`src/rtl/rot_slice_scheduler_pkg.sv`:
```
// Shared types for the rotational slice scheduler: FSM encodings and row word type.
package rot_pkg;

  localparam int unsigned ROW_W = 64;

  typedef logic [ROW_W-1:0] row_t;

  typedef enum logic [1:0] {
    IDLE,
    MEASURE,
    RUN
  } sched_state_t;

  typedef enum logic [1:0] {
    F_IDLE,
    F_ADDR,
    F_WAIT,
    F_PRESENT
  } fetch_state_t;

endpackage

```
`src/rtl/rot_period_meter.sv`:
```
// Rotation period meter: counts cycles since the last accepted index pulse,
// debounces index pulses closer than MIN_PERIOD, latches the measured period
// and flags a stall when the counter saturates at MAX_PERIOD.
module rot_period_meter #(
  parameter int unsigned PERIOD_W   = 24,
  parameter int unsigned MIN_PERIOD = 1000,
  parameter int unsigned MAX_PERIOD = 10_000_000
) (
  input  logic                i_clk,
  input  logic                i_rst_n,
  input  logic                i_index,
  input  logic                i_idle,
  output logic                o_accept,
  output logic                o_stall,
  output logic [PERIOD_W-1:0] o_period
);

  logic [PERIOD_W-1:0] r_count;
  logic [PERIOD_W-1:0] r_period;
  logic                w_at_max;
  logic                w_accept;

  assign w_at_max = (r_count == PERIOD_W'(MAX_PERIOD));
  // The first index after IDLE is always taken; otherwise it must be past the
  // debounce window, and a saturated counter means the stall has already won.
  assign w_accept = i_index && (i_idle || ((r_count >= PERIOD_W'(MIN_PERIOD)) && !w_at_max));

  // Period counter and latched period; the counter is zeroed on the index
  // cycle, so the span between pulses is the count plus that cycle.
  always_ff @(posedge i_clk) begin
    if (!i_rst_n) begin
      r_count  <= '0;
      r_period <= '0;
    end else if (w_accept) begin
      r_count <= '0;
      if (!i_idle) r_period <= r_count + 1'b1;
    end else if (!w_at_max) begin
      r_count <= r_count + 1'b1;
    end
  end

  assign o_accept = w_accept;
  assign o_stall  = w_at_max;
  assign o_period = r_period;

endmodule

```
`src/rtl/rot_slice_scheduler.sv`:
```
// Rotational frame buffer readout sequencer for the spinning LED column.
// Locks to the index pulse, splits each revolution into ROTATIONAL_RES slices
// and streams each slice's ROWS words to the LED driver over valid/ready.
// Optional feature macro: ROT_PHASE_OFFSET_EN adds phase_offset_in, which
// rotates the fetched slice relative to the sensor position.
module rot_slice_scheduler
  import rot_pkg::*;
#(
  parameter int unsigned ROTATIONAL_RES = 32,
  parameter int unsigned ROWS           = 64,
  parameter int unsigned PERIOD_W       = 24,
  parameter int unsigned MIN_PERIOD     = 1000,
  parameter int unsigned MAX_PERIOD     = 10_000_000,
  parameter int unsigned RD_LATENCY     = 2
) (
  input  logic                                   clk_in,
  input  logic                                   rst_in,
  input  logic                                   index_in,
`ifdef ROT_PHASE_OFFSET_EN
  input  logic [$clog2(ROTATIONAL_RES)-1:0]      phase_offset_in,
`endif
  output logic [$clog2(ROWS*ROTATIONAL_RES)-1:0] addr_out,
  input  logic [ROW_W-1:0]                       row_in,
  output logic [ROW_W-1:0]                       row_out,
  output logic                                   row_valid_out,
  input  logic                                   row_ready_in,
  output logic [$clog2(ROTATIONAL_RES)-1:0]      slice_out,
  output logic                                   slice_start_out,
  output logic                                   spinning_out,
  output logic                                   blank_out,
  output logic                                   overrun_out
);

  localparam int unsigned SLICE_W = $clog2(ROTATIONAL_RES);
  localparam int unsigned ADDR_W  = $clog2(ROWS*ROTATIONAL_RES);
  localparam int unsigned ROWC_W  = $clog2(ROWS);
  localparam int unsigned WAIT_W  = $clog2(RD_LATENCY+1);

  sched_state_t        r_state, w_state_nxt;
  fetch_state_t        r_fstate, w_fstate_nxt;
  logic                w_idle, w_accept, w_stall, w_sync, w_run_nxt;
  logic [PERIOD_W-1:0] w_period, w_slice_len, w_timer_inc, r_timer;
  logic [SLICE_W-1:0]  r_slice, w_fetch_slice;
  logic                r_slice_start, r_overrun;
  logic [ROWC_W-1:0]   r_row;
  logic [WAIT_W-1:0]   r_wait;
  logic [ROW_W-1:0]    r_row_data;
  logic                w_hs, w_last_row, w_last_wait;

  assign w_idle = (r_state == IDLE);

  rot_period_meter #(
    .PERIOD_W  (PERIOD_W),
    .MIN_PERIOD(MIN_PERIOD),
    .MAX_PERIOD(MAX_PERIOD)
  ) u_meter (
    .i_clk   (clk_in),
    .i_rst_n (rst_in),
    .i_index (index_in),
    .i_idle  (w_idle),
    .o_accept(w_accept),
    .o_stall (w_stall),
    .o_period(w_period)
  );

  // Scheduler state register.
  always_ff @(posedge clk_in) begin
    if (!rst_in) r_state <= IDLE;
    else         r_state <= w_state_nxt;
  end

  // Scheduler next state: lock after two accepted index pulses, drop on stall.
  always_comb begin
    w_state_nxt = r_state;
    case (r_state)
      IDLE:    if (w_accept) w_state_nxt = MEASURE;
      MEASURE: if (w_stall) w_state_nxt = IDLE;
               else if (w_accept) w_state_nxt = RUN;
      RUN:     if (w_stall) w_state_nxt = IDLE;
      default: w_state_nxt = IDLE;
    endcase
  end

  assign w_sync      = w_accept && !w_idle;
  assign w_run_nxt   = (w_state_nxt == RUN);
  assign w_slice_len = w_period >> SLICE_W;
  assign w_timer_inc = r_timer + 1'b1;

  // Slice timer: index resyncs to slice 0; the last slice holds until the next index.
  always_ff @(posedge clk_in) begin
    if (!rst_in) begin
      r_slice       <= '0;
      r_timer       <= '0;
      r_slice_start <= 1'b0;
    end else begin
      r_slice_start <= 1'b0;
      if (!w_run_nxt) begin
        r_slice <= '0;
        r_timer <= '0;
      end else if (w_sync) begin
        r_slice       <= '0;
        r_timer       <= '0;
        r_slice_start <= 1'b1;
      end else if (r_slice != SLICE_W'(ROTATIONAL_RES-1)) begin
        if (w_timer_inc >= w_slice_len) begin
          r_slice       <= r_slice + 1'b1;
          r_timer       <= '0;
          r_slice_start <= 1'b1;
        end else begin
          r_timer <= w_timer_inc;
        end
      end
    end
  end

`ifdef ROT_PHASE_OFFSET_EN
  assign w_fetch_slice = r_slice + phase_offset_in;
`else
  assign w_fetch_slice = r_slice;
`endif

  assign w_hs        = (r_fstate == F_PRESENT) && row_ready_in;
  assign w_last_row  = (r_row == ROWC_W'(ROWS-1));
  assign w_last_wait = (r_wait == WAIT_W'(RD_LATENCY-1));

  // Fetch state register.
  always_ff @(posedge clk_in) begin
    if (!rst_in) r_fstate <= F_IDLE;
    else         r_fstate <= w_fstate_nxt;
  end

  // Fetch next state: a slice start always restarts at row 0, leaving RUN aborts.
  always_comb begin
    w_fstate_nxt = r_fstate;
    if (!w_run_nxt) begin
      w_fstate_nxt = F_IDLE;
    end else if (r_slice_start) begin
      w_fstate_nxt = F_ADDR;
    end else begin
      case (r_fstate)
        F_IDLE:    w_fstate_nxt = F_IDLE;
        F_ADDR:    w_fstate_nxt = F_WAIT;
        F_WAIT:    if (w_last_wait) w_fstate_nxt = F_PRESENT;
        F_PRESENT: if (row_ready_in) w_fstate_nxt = w_last_row ? F_IDLE : F_ADDR;
        default:   w_fstate_nxt = F_IDLE;
      endcase
    end
  end

  // Fetch datapath: row/wait counters, read-data capture and sticky overrun.
  always_ff @(posedge clk_in) begin
    if (!rst_in) begin
      r_row      <= '0;
      r_wait     <= '0;
      r_row_data <= '0;
      r_overrun  <= 1'b0;
    end else if (!w_run_nxt) begin
      r_row  <= '0;
      r_wait <= '0;
    end else if (r_slice_start) begin
      r_row  <= '0;
      r_wait <= '0;
      // Completing the last row on this very cycle still counts as on time.
      if ((r_fstate != F_IDLE) && !(w_hs && w_last_row)) r_overrun <= 1'b1;
    end else begin
      case (r_fstate)
        F_WAIT: begin
          if (w_last_wait) begin
            r_row_data <= row_in;
            r_wait     <= '0;
          end else begin
            r_wait <= r_wait + 1'b1;
          end
        end
        F_PRESENT: if (row_ready_in) r_row <= r_row + 1'b1;
        default: ;
      endcase
    end
  end

  assign addr_out        = (r_fstate == F_ADDR)
                         ? (ADDR_W'(w_fetch_slice) * ADDR_W'(ROWS) + ADDR_W'(r_row)) : '0;
  assign row_out         = r_row_data;
  assign row_valid_out   = (r_fstate == F_PRESENT);
  assign slice_out       = r_slice;
  assign slice_start_out = r_slice_start;
  assign spinning_out    = (r_state == RUN);
  assign blank_out       = (r_state != RUN);
  assign overrun_out     = r_overrun;

endmodule

```
`config.mk`:
```
export PLATFORM = sky130hd
export DESIGN_NAME = rot_slice_scheduler
export DESIGN_NICKNAME = d
export VERILOG_FILES = /design/src/rtl/rot_slice_scheduler_pkg.sv /design/src/rtl/rot_period_meter.sv /design/src/rtl/rot_slice_scheduler.sv
export SDC_FILE = /design/constraint.sdc
export NUM_CORES = 1
export LEC_CHECK = 0
export BUFFER_PORTS_ARGS = -buffer_cell sky130_fd_sc_hd__buf_2
export CORE_UTILIZATION = 40
export CTS_CLUSTER_SIZE = 30
export DETAILED_ROUTE_END_ITERATION = 16
export GPL_TIMING_DRIVEN = 0
export PLACE_DENSITY_LB_ADDON = 0.08
export SLEW_MARGIN = 10
export SYNTH_ARGS = -nofsm -noshare
export SYNTH_HDL_FRONTEND = slang
export SYNTH_SLANG_ARGS = --single-unit
```
`constraint.sdc`:
```
create_clock -name clk_in -period 7.55 [get_ports clk_in]
set_input_delay 1.8875 -clock clk_in [delete_from_list [all_inputs] [get_ports clk_in]]
set_output_delay 1.8875 -clock clk_in [all_outputs]
set_load 0.02 [all_outputs]
```
======== Word-level counts from Yosys, hierarchy flattened ========
Cells that the tools add are included.
Widths: inputs -> output; s select.
cells by class
  $add $sub $neg .......................... 6
  equal/unequal tests ..................... 15
  $lt $le $gt $ge ......................... 2
  mux-type cells .......................... 16
  bitwise operators ....................... 4
  reductions and logical operators ........ 24
operators by type and width
  operator               count
  $add 24x1->24 const B  2
  $eq 24x24->1 const B   1
  $ge 24x10->1 const B   1
  $ge 24x19->1           1
  $mux 24                1
  $mux 2                 7
  $reduce_and 2->1       6
  $add 11x6->11          1
  $mux 11                1
  $eq 2x2->1 const B     4
  $pmux 2 s4             1
  $add 6x1->6 const B    1
  $eq 2x1->1 const B     3
  $eq 6x6->1 const B     1
  $logic_and 1x1->1      6
  $pmux 2 s3             1
  $reduce_or 3->1        2
  $add 5x1->5 const B    1
  $mux 1                 5
  $ne 5x5->1 const B     1
  $logic_not 2->1        2
  $ne 2x2->1 const B     2
  $not 1->1              4
  $reduce_and 4->1       1
  9 further kinds        11
word-level totals
  logic and storage cells ................. 79
  output and inout port bits .............. 85
  register bits ........................... 155
  input port bits ......................... 68

======== Longest topological paths before layout ========
Gate-level depths: netlist (run 1).
  depth after elaboration ................. 11
  gate-level depth with buffers ........... 14
  gate-level depth less buffers ........... 13

======== By module ========
A second synthesis (run 1) with hierarchy kept.
unflattened totals
  cells, all modules ...................... 886
  area, all modules ....................... 7415.9 um^2
modules (own cells, without submodules)
  module               seq. area each (um^2)  instances  area each (um^2)  cells an instance
  rot_slice_scheduler  2142.1                 1          5134.9            641
  rot_period_meter     960.9                  1          2280.9            245

======== Least setup slack after synthesis (run 1) ========
OpenSTA, ideal clock, no wires.
  path type ............................... input port to flip-flop
  from .................................... input index_in
  to ...................................... register r_row_data[47] (netlist: row_out[47])
  library setup time ...................... 74 ps
  buffers on the path ..................... 3
  data required time ...................... 7476 ps
  arrival ................................. 3174 ps
  cell stages on the path ................. 8
  slack ................................... 4301 ps
  cells stage by stage .................... o2111ai_1 -> a21o_1 -> nor4_1 -> buf_2 -> buf_2 -> buf_2 -> nand3_1 -> o21ai_0
between the ends
  word-level cells in the longest chain between the ends .. 6
  elaborated cells on any way between the ends .. 7
  those cells by class .................... eq/ne: 1; mux: 4; reduce/logical: 2
ends and longest elaborated chain
  element                              RTL line                    RTL
  start, declared                      rot_slice_scheduler.sv:18   input logic index_in,
  $logic_and 1x1->1 *                  rot_period_meter.sv:26      assign w_accept = i_index && (i_idle || ((r_count >= PERIOD_W'(MIN_PERIOD)) && !w_at_max));
  $mux 2                               rot_slice_scheduler.sv:78   else if (w_accept) w_state_nxt = RUN;
  $mux 2                               rot_slice_scheduler.sv:77   MEASURE: if (w_stall) w_state_nxt = IDLE;
  $pmux 2 s3 *                         rot_slice_scheduler.sv:75   case (r_state)
  $eq 2x2->1 *                         rot_slice_scheduler.sv:85   assign w_run_nxt = (w_state_nxt == RUN);
  $reduce_and 4->1 (no source line) *  n/a
  end signal, assigned                 rot_slice_scheduler.sv:169  r_row_data <= row_in;
  end, declared                        rot_slice_scheduler.sv:47   logic [ROW_W-1:0] r_row_data;
Every way passes the cells marked *; elsewhere a longest branch is shown, timed or not.
A chain may end at the register's enable or synchronous reset.

======== Worst setup path in the final report (run 1) ========
  from .................................... register r_timer[2]
  to ...................................... register r_timer[15]
between the ends
  word-level cells in the longest chain between the ends .. 3
ends and longest elaborated chain
  element                 RTL line                    RTL
  start, declared         rot_slice_scheduler.sv:42   logic [PERIOD_W-1:0] w_period, w_slice_len, w_timer_inc, r_timer;
  start signal, assigned  rot_slice_scheduler.sv:110  r_timer <= w_timer_inc;
  $add 24x1->24 *         rot_slice_scheduler.sv:87   assign w_timer_inc = r_timer + 1'b1;
  $ge 24x19->1            rot_slice_scheduler.sv:105  if (w_timer_inc >= w_slice_len) begin
  $mux 24 *               rot_slice_scheduler.sv:105
Marked as above.

==> flow_summary_export.csv, run 1 <==
group,metric,value,unit
status,status,"completed",
sta,slew_headroom,54.15,%
yosys,synth_top_area_share,43.14,%
pwr,power.switching,387.2,µW
worst_setup_path,required,7.89,ns
worst_setup_path,cp_slowest_stage_delay,0.49,ns
yosys,ys_warn_count,0,
finish,synthToLayoutAreaGrowth,23.64,%
drt,post_drt_via_cell_ratio,5.101,
clocking,cts_sinks,150,
sta,period_share,50.40,%
pwr,pwr-share-comb,2.4,%
pwr,power.density,200.5,nW/µm²
floorplan,core_area,16760,µm²
clocking,cts_inserted_buffers,17,
clocking,clockBufferDepth,2,
sta,hold_viol,0,
finish,drive_above_1_share,20.20,%
yosys,ys_types,56,
grt,grt.overflow.total,0,
pwr,p_leak,0.003400,µW
worst_setup_path,slowest_stage,"dfxtp_1",
floorplan,row_count,47,
yosys,synthFlopType,"dfxtp_1",
sta,finalCriticalPeriod,3.805,ns
sta,worstMarginPinSlew,0.6852,ns
drt,dr.pass1.iters,7,
sta,max_freq,0.2628,GHz
drt,ant_nets,0,
finish,fillers,1673,
sta,drv_slew,0,
worst_setup_path,start_kind,"flip-flop",
pwr,switching_share,22.44,%
clocking,cts-root-buf,"clkbuf_16",
sta,setup_viol,0,
pwr,clockPowerShare,51.5,%
clocking,clkLatencyLatePin,0.43,ns
placed_design,portBuffers,151,
floorplan,fp.dieW,133.9,µm
grt,antenna_found_initial,0,
worst_setup_path,critPathKind,"reg2reg",
worst_setup_path,cp_max_fo,10,
yosys,seq_area_frac_synth,43.14,%
placed_design,place_congestion,0.7908,
sta,clock_skew,0.01292,ns
clocking,cts_tree,"built",
floorplan,start_util,41.53,%
finish,final_nets,1104,
yosys,yosys.area.top_type,"dfxtp_1",
drt,via_count,6325,
yosys,ys_ff_latch,150,
pwr,power_frac_seq,46.0,%
yosys,synth_area_leaders,"dfxtp_1, nand3_1, nand2_1",
clocking,cts_hold_buf,0,
worst_setup_path,critPathCaptureType,"flip-flop",
drt,first_iter_violations,226,
hold_path,hold_path.class,"reg2reg",
clocking,cts.repair.resized,0,
pwr,p_int,1339,µW
finish,antenna_cells,0,
floorplan,ios,153,
drt,postRouteWirelength,18060,µm
grt,grt_pass1_vias,6171,
pwr,peakVddDrop,149.8,µV
yosys,syn_inst,837,
yosys,syn_nets,934,
grt,grt_util_all_layers,20.95,%
sta,rsz0062_at_grt,"false",
yosys,synth_edf_count,0,
drt,drc,0,
floorplan,die_height,133.9,µm
pwr,p_total,1726,µW
yosys,avgSynthCellArea,8.316,µm²
worst_setup_path,arrival,4.14,ns
placed_design,place_hpwl,13490,µm
clocking,cts.reportedPaths.clkPinSlew,0.06,ns
grt,grt_pass1_wl,29990,µm
flow_run,drv_cap,0,
drt,wire_per_inst,14.57,µm
yosys,synthArstFlopShare,0,%
yosys,syn-cell-area,6960,µm²
sta,fin_setup_tns,0,ns
worst_setup_path,crit_chain,"nand4_4, or3_1, buf_2, nor2_1, xor2_1, ha_1, a211oi_1, o21ai_0, o2111ai_1, o211ai_1, a221oi_2, buf_6, nand3_2, o221ai_2",
floorplan,die-area,17930,µm²
grt,grt_max_degree,17,
clocking,htreeDepth,4,
clocking,post_cts_buffers,0,
sequential cells by signal (all words and copies together) (netlist names):
| signal | flops |
|---|---|
| r_fstate | 2 |
| slice_start_out | 1 |
| u_meter.o_period | 19 |
| u_meter.r_count | 24 |
| r_timer | 24 |
| row_out | 64 |
| r_wait | 2 |
| slice_out | 5 |
| r_row | 6 |
| r_state | 2 |
| overrun_out | 1 |
area by class of cell:
| type | instances | area [µm²] | share of cell area (%) |
|---|---|---|---|
| multi-input combinational | 601 | 3617 | 42.03 |
| sequential | 150 | 3003 | 34.89 |
| timing repair buffer | 151 | 755.7 | 8.782 |
| clock buffer | 18 | 429.2 | 4.987 |
| tap | 220 | 275.3 | 3.199 |
| buffer | 47 | 193.9 | 2.254 |
| clock inverter | 14 | 185.2 | 2.152 |
| inverter | 39 | 146.4 | 1.701 |
worst paths after layout:
check,from,endpoint,slack [ns],depth (start not counted)
max,r_timer[2]$_SDFFE_PP0N_,r_timer[15]$_SDFFE_PP0N_,3.74,14
min reg2reg,r_wait[1]$_SDFFE_PP0P_,r_wait[1]$_SDFFE_PP0P_,0.45,2
min,r_wait[1]$_SDFFE_PP0P_,r_wait[1]$_SDFFE_PP0P_,0.45,2
max reg2reg,r_timer[2]$_SDFFE_PP0N_,r_timer[15]$_SDFFE_PP0N_,3.74,14
synth_stat cells, types with 3 or more instances:
library cell and number:
nand3_1 86, or2_2 3, o21ai_1 3, xor2_1 21
buf_1 4, nand4_1 15, clkbuf_1 36, o221ai_2 6
and2_1 13, xnor2_1 17, o21ai_0 72, a211oi_1 23
ha_1 29, dfxtp_1 150, nor2_1 74, or3_1 10
o21a_1 7, inv_1 38, nand2b_1 5, and3_1 13
nor3_1 15, nor4_1 10, a21oi_1 14, and4_1 5
nand2_1 111, buf_2 5, a32o_1 11, mux2i_1 6
layout by cell type (no fill, tap or decap), types with 7 or more instances in the layout:
master     count
dfxtp_1      150
xor2_1        21
nor3_1        15
a21oi_1       14
ha_1          29
o21ai_0       72
and2_1        13
xnor2_1       17
and3_1        13
clkbuf_16     17
or3_1         10
nand3_1       86
nor4_1        10
inv_1         38
a32o_1        11
nor2_1        74
buf_2        156
nand2_1      111
o21a_1         7
clkbuf_1      37
a211oi_1      23
nand4_1       15
critical path: cells and delay by family (launching register included):
kind	cells	cell delay [ns]
AOI/OAI and AO/OA	6	1.32
xor gates and xnor gates	1	0.24
adders and majority gates	1	0.30
buffers and inverters	2	0.40
DFF	1	0.49
and+or+nand+nor	4	0.97
cell families after synthesis:
group	after synthesis	synth area share [%]
fa+ha+maj	29	5.213
simple gates	373	26.07
xor+xnor	38	4.782
buf+inv	86	4.889
flops	150	43.14
mux	6	0.8629
compound gates	155	15.05
power by group through the flow:
stage	Combinational, µW	Sequential, µW	Clock, µW
finish	42.1	794	890
global route	46.8	794	944
CTS	42.4	794	907
floorplan	17.6	812	0
global placement	42.3	812	0
detailed placement	42.0	812	0
layer usage:
layer	GRT usage, %	vias up	wire (µm)
li1	-	3280	-
met1	26.03	2901	8386
met2	33.82	133	8216
met3	8.239	11	1318
met4	5.114	0	142
met5	0	-	0
through the flow:
stage / instance area [µm²] / setup slack, ns / std cells / util (%) / hold slack, ns
after CTS: 8606 / 3.784 / 1240 / 51.35 / 0.4516
final: 8606 / 3.745 / 1240 / 51.35 / 0.4476
after floorplan: 6960 / 4.301 / 837 / - / 0.4197
after global placement: 7991 / 3.776 / 1208 / 47.68 / 0.4364
after detailed placement: 7991 / 3.786 / 1208 / 47.68 / 0.4444
after global routing: 8606 / 3.509 / 1240 / 51.35 / 0.4698
Power figures use the tool's default switching activity.
==> inputs of run 2 (changes only) <==
- clock period: 7.55 -> 3.09 ns (I/O delays scaled with it)
==> run 2 against run 1 <==
Compared with the run above:
- the flow now finishes with violations (negative setup slack)
- count of clock-buffer cells in the layout unchanged
- register-to-register slack worse by 3.9 ns
- clock power rose by 130%
- via count is 4.2% higher
- utilization is 2.5 points higher
- largest power group unchanged
- highest routed layer unchanged
==> flow_summary_export.csv, run 2 (synthesis gave the netlist of run 1 again) <==
group,metric,value,unit
worst_setup_path,critPathLaunch,"r_timer[7]$_SDFFE_PP0N_",
clocking,cts_sinks,150,
clocking,cts_tree,"built",
sta,hold_viol,0,
clocking,clkLatencyLatePin,0.43,ns
grt,grt_util_all_layers,21.45,%
finish,final_cells,1268,
placed_design,place_hpwl,13680,µm
grt,grt_pass1_vias,6199,
finish,fillers,1578,
worst_setup_path,r2r-end,"slice_out[4]$_SDFFE_PP0P_",
worst_setup_path,critPathKind,"reg2reg",
drt,wire_per_inst,15.08,µm
pwr,p_total,4124,µW
worst_setup_path,crit_family,"simple AND/OR/NAND/NOR gates",
drt,ant_nets,0,
clocking,cts.reportedPaths.clkPinSlew,0.06,ns
clocking,cts_hold_buf,0,
pwr,p_leak,0.003598,µW
finish,final_common_cell,"buf_2",
pwr,power.density,456.7,nW/µm²
floorplan,ios,153,
worst_setup_path,cp_max_fo,6,
hold_path,hold_path.class,"reg2reg",
floorplan,die-area,17930,µm²
placed_design,portBuffers,151,
worst_setup_path,critPathBufInv,2,
placed_design,place_area,8009,µm²
worst_setup_path,cp_slowest_stage_delay,0.50,ns
worst_setup_path,slowest_stage,"or3_4",
drt,dr.pass1.iters,4,
grt,grt.overflow.total,0,
placed_design,dp_cells,1208,
sta,period_share,105.5,%
finish,antenna_cells,0,
clocking,cts-root-buf,"clkbuf_16",
finish,final_cell_mix,"buf_2, dfxtp_1, nand2_1",
grt,grt_max_degree,17,
drt,postRouteWirelength,19120,µm
sta,drv_slew,0,
hold_path,hp-start,"r_wait[1]$_SDFFE_PP0P_",
sta,setup_viol,25,
clocking,clockBufferDepth,2,
worst_setup_path,rr_startpoint,"r_timer[7]$_SDFFE_PP0N_",
sta,clock_skew,0.01071,ns
clocking,htreeDepth,4,
worst_setup_path,critPathCaptureType,"flip-flop",
sta,finalCriticalPeriod,3.261,ns
grt,grt_pass1_wl,30510,µm
placed_design,place_congestion,0.8205,
floorplan,fp.dieW,133.9,µm
worst_setup_path,r2r_cells,13,
sta,slew_headroom,57.76,%
sta,max_freq,0.3066,GHz
status,violations,"negative setup slack",
hold_path,min_to,"r_wait[1]$_SDFFE_PP0P_",
drt,via_count,6589,
sta,fin_setup_tns,-2.785,ns
status,status,"finished with violations",
worst_setup_path,cp_common_cell,"or3_4",
worst_setup_path,crit_chain,"nand4_1, or3_4, or3_4, nand2_4, ha_4, a211o_1, a21oi_2, o211ai_1, a221oi_2, buf_6, buf_12, mux2i_1, nand2_1",
worst_setup_path,required,3.40,ns
pwr,peakVddDrop,436.9,µV
finish,largest_reg_flops,64,
worst_setup_path,regToRegSetupSlack,-0.17,ns
worst_setup_path,start_kind,"flip-flop",
worst_setup_path,arrival,3.57,ns
sta,fin_ws,-0.1715,ns
hold_path,min_path_cells,2,
sta,worstMarginPinSlew,0.6293,ns
floorplan,row_count,47,
sta,rsz0062_at_grt,"true",
clocking,cts_inserted_buffers,17,
finish,finish.utilization,53.89,%
drt,drc,0,
finish,final_nets,1132,
finish,synthToLayoutAreaGrowth,29.75,%
floorplan,core_area,16760,µm²
finish,fin_area,9031,µm²
floorplan,die_height,133.9,µm
drt,first_iter_violations,284,
finish,drive_above_1_share,26.15,%
drt,post_drt_via_cell_ratio,5.196,
floorplan,start_util,41.53,%
grt,antenna_found_initial,0,
flow_run,drv_cap,0,
==> run 2: cell type report <==
type / count / area [µm²] / area share (%)
plain buffers: 46 / 192.7 / 2.134
clock buffers: 18 / 439.2 / 4.863
clock inverters: 14 / 148.9 / 1.649
inverters: 39 / 146.4 / 1.621
multi-input cells: 601 / 3809 / 42.17
flip-flops and latches: 150 / 3033 / 33.58
well taps: 220 / 275.3 / 3.048
repair buffers: 180 / 987.2 / 10.93
==> run 2: worst min-delay path: stages, from the launching register on <==
cell	delay, ns
dfxtp_1	0.32
nand2_1	0.06
nor2_1	0.03
==> run 2: timing repair <==
action	4_1_cts	5_1_grt
cloned	0	1
pin swaps	16	15
endpoints found under the setup margin	25	53
setup buffers	12	16
hold endpoints to repair	0	0
gates resized for setup	28	25
==> run 2: power breakdown <==
part	internal [µW]	total (µW)	switching [µW]
combinational	41.4	101	60.1
clock	1220	2090	869
sequential	1930	1930	3.95
total	3190	4120	933
==> run 2: worst max path at each step <==
stage	endpoint	slack, ns	cells past startpoint
floorplan	r_timer[10]$_SDFFE_PP0N_	0.003	13
global placement	r_timer[10]$_SDFFE_PP0N_	-0.58	13
detailed placement	r_timer[15]$_SDFFE_PP0N_	-0.61	13
CTS	r_timer[2]$_SDFFE_PP0N_	-0.22	13
global route	r_timer[9]$_SDFFE_PP0N_	-0.25	12
finish	slice_out[4]$_SDFFE_PP0P_	-0.17	13
==> run 2: layer usage <==
metal	share of wire [%]	GRT usage, %
met5	0	0
met4	1.4	7.134
met3	8.0	8.881
met2	45	32.67
met1	46	27.27
==> run 2: metrics by stage <==
stage	setup slack (ns)	hold WS, ns
floorplan	0.002689	0.4197
CTS	-0.2181	0.4442
global placement	-0.5780	0.4343
global route	-0.2501	0.4591
finish	-0.1715	0.4438
detailed placement	-0.6091	0.4358
==> inputs of run 3 (changes only) <==
--- a/config.mk
+++ b/config.mk
@@ -7,5 +7,5 @@
 export LEC_CHECK = 0
 export BUFFER_PORTS_ARGS = -buffer_cell sky130_fd_sc_hd__buf_2
-export CORE_UTILIZATION = 40
+export CORE_UTILIZATION = 49
 export CTS_CLUSTER_SIZE = 30
 export DETAILED_ROUTE_END_ITERATION = 16
==> constraint.sdc (replaced) <==
create_clock -name clk_in -period 3.09 [get_ports clk_in]
set_input_delay 0.7725 -clock clk_in [delete_from_list [all_inputs] [get_ports clk_in]]
set_output_delay 0.7725 -clock clk_in [all_outputs]
set_load 0.01 [all_outputs]
==> run 3 against run 2 <==
Compared with the run above:
- the run still ends with negative setup slack left
- fmax rose by 2.9%
- sequential power barely moved
- sequential share of layout area rose by 0.21 points
==> flow_summary_export.csv, run 3 (synthesis gave the netlist of run 1 again) <==
group,metric,value,unit
finish,final_nets,1130,
clocking,cts-root-buf,"clkbuf_16",
worst_setup_path,required,3.44,ns
drt,ant_nets,0,
sta,slew_headroom,57.00,%
drt,post_drt_via_cell_ratio,5.312,
placed_design,place_area,7959,µm²
floorplan,die_height,121.2,µm
sta,drv_slew,0,
hold_path,hp-start,"r_wait[1]$_SDFFE_PP0P_",
sta,worstMarginPinSlew,0.6407,ns
pwr,power.density,464.7,nW/µm²
clocking,clkLatencyLatePin,0.44,ns
grt,grt.overflow.total,0,
clocking,htreeDepth,4,
pwr,p_total,4174,µW
clocking,cts.reportedPaths.clkPinSlew,0.07,ns
flow_run,drv_cap,0,
pwr,p_leak,0.003598,µW
placed_design,portBuffers,151,
worst_setup_path,critPathCaptureType,"flip-flop",
clocking,cts_tree,"built",
finish,antenna_cells,0,
finish,synthToLayoutAreaGrowth,29.07,%
worst_setup_path,critPathBufInv,2,
worst_setup_path,crit_chain,"nand4_4, or3_1, buf_6, or3_4, nand2_4, ha_4, a211o_1, a21oi_2, o211ai_1, a221oi_4, buf_6, nand4_4, o221ai_2",
floorplan,start_util,50.14,%
floorplan,ios,153,
hold_path,hold_path.class,"reg2reg",
drt,via_count,6512,
drt,postRouteWirelength,18200,µm
placed_design,dpl_worst_slack,-0.4677,ns
worst_setup_path,slowest_stage,"or3_1",
sta,max_freq,0.3155,GHz
finish,multi_input_area,3792,µm²
finish,fin_area,8984,µm²
grt,grt_pass1_vias,6012,
worst_setup_path,r2r_cells,13,
worst_setup_path,rr_startpoint,"r_timer[2]$_SDFFE_PP0N_",
hold_path,min_to,"r_wait[1]$_SDFFE_PP0P_",
sta,setup_viol,21,
floorplan,row_count,43,
clocking,cts_hold_buf,0,
worst_setup_path,cp_max_fo,8,
sta,clock_skew,0.01239,ns
worst_setup_path,crit_family,"simple AND/OR/NAND/NOR gates",
hold_path,min_path_cells,2,
placed_design,place_congestion,0.7921,
finish,largest_reg_flops,64,
grt,grt_util_all_layers,25.19,%
worst_setup_path,regToRegSetupSlack,-0.08,ns
floorplan,fp.dieW,121.2,µm
sta,hold_viol,0,
floorplan,die-area,14690,µm²
finish,final_cell_mix,"buf_2, dfxtp_1, nand2_1",
drt,dr.pass1.iters,4,
grt,grt_max_degree,17,
clocking,clockBufferDepth,2,
placed_design,place_hpwl,12840,µm
drt,drc,0,
floorplan,core_area,13880,µm²
pwr,peakVddDrop,385.2,µV
clocking,cts_sinks,150,
finish,final-seq-area,3035,µm²
worst_setup_path,r2r-end,"r_timer[16]$_SDFFE_PP0N_",
worst_setup_path,start_kind,"flip-flop",
sta,rsz0062_at_grt,"true",
sta,period_share,102.6,%
worst_setup_path,arrival,3.51,ns
drt,first_iter_violations,335,
clocking,cts_inserted_buffers,17,
finish,fillers,1218,
finish,drive_above_1_share,25.62,%
status,violations,"negative setup slack",
grt,grt_pass1_wl,28970,µm
drt,wire_per_inst,14.85,µm
status,status,"finished with violations",
grt,antenna_found_initial,0,
finish,final_common_cell,"buf_2",
finish,finish.utilization,64.72,%
worst_setup_path,critPathKind,"reg2reg",
worst_setup_path,cp_slowest_stage_delay,0.39,ns
sta,fin_ws,-0.07931,ns
sta,finalCriticalPeriod,3.169,ns
run 3: cell types whose count changed in the layout (fill, tap and decap cells not counted), sizes merged:
cell,previous run,this run
clkbuf,54,55
clkinv,7,5
buf,190,188
clkinvlp,1,2
run 3: worst max path at each step:
stage | depth (start not counted) | slack [ns] | endpoint | startpoint
after floorplan | 13 | 0.003 | r_timer[10]$_SDFFE_PP0N_ | r_timer[5]$_SDFFE_PP0N_
after global placement | 13 | -0.45 | r_timer[2]$_SDFFE_PP0N_ | r_timer[0]$_SDFFE_PP0N_
after detailed placement | 13 | -0.47 | r_timer[16]$_SDFFE_PP0N_ | r_timer[0]$_SDFFE_PP0N_
after CTS | 13 | -0.11 | r_timer[2]$_SDFFE_PP0N_ | r_timer[9]$_SDFFE_PP0N_
after global routing | 14 | -0.23 | slice_out[3]$_SDFFE_PP0P_ | r_timer[0]$_SDFFE_PP0N_
final | 13 | -0.08 | r_timer[16]$_SDFFE_PP0N_ | r_timer[2]$_SDFFE_PP0N_
run 3: worst min-delay path, cell delays in order, from the launching register on:
cell and delay [ns]:
dfxtp_1 0.32, nand2_1 0.06, nor2_1 0.03
run 3: per-layer routing:
| layer | track usage [%] | part of all wire [%] | vias to the layer above |
|---|---|---|---|
| li1 | - | - | 3341 |
| met1 | 30.35 | 44 | 2982 |
| met2 | 41.50 | 48 | 164 |
| met3 | 9.352 | 6.6 | 25 |
| met4 | 7.793 | 1.4 | 0 |
| met5 | 0 | 0 | - |
run 3: power breakdown:
part	switching [µW]	total, µW	internal (µW)
sequential	4.15	1930	1930
clock	881	2140	1260
combinational	61.2	103	41.5
run 3: layout make-up:
cell class	instances	share of cell area [%]
plain buffers	47	2.270
flip-flops and latches	150	33.79
repair buffers	177	10.72
inverters	39	1.671
multi-input cells	601	42.21
well taps	180	2.507
clock inverters	13	1.783
clock buffers	19	5.042
run 3: repair_timing:
| item | CTS | global route |
|---|---|---|
| pin swaps | 20 | 17 |
| endpoints found under the setup margin | 25 | 25 |
| resized for setup | 35 | 16 |
| setup buffers | 13 | 13 |
| cloned | 0 | 0 |
run 3: per-stage QoR:
step	instances	hold slack (ns)	TNS [ns]
CTS	1213	0.4500	-1.537
finish	1226	0.4458	-0.9065
floorplan	837	0.4197	0
detailed placement	1168	0.4397	-9.576
global placement	1168	0.4329	-9.291
global route	1226	0.4701	-4.270
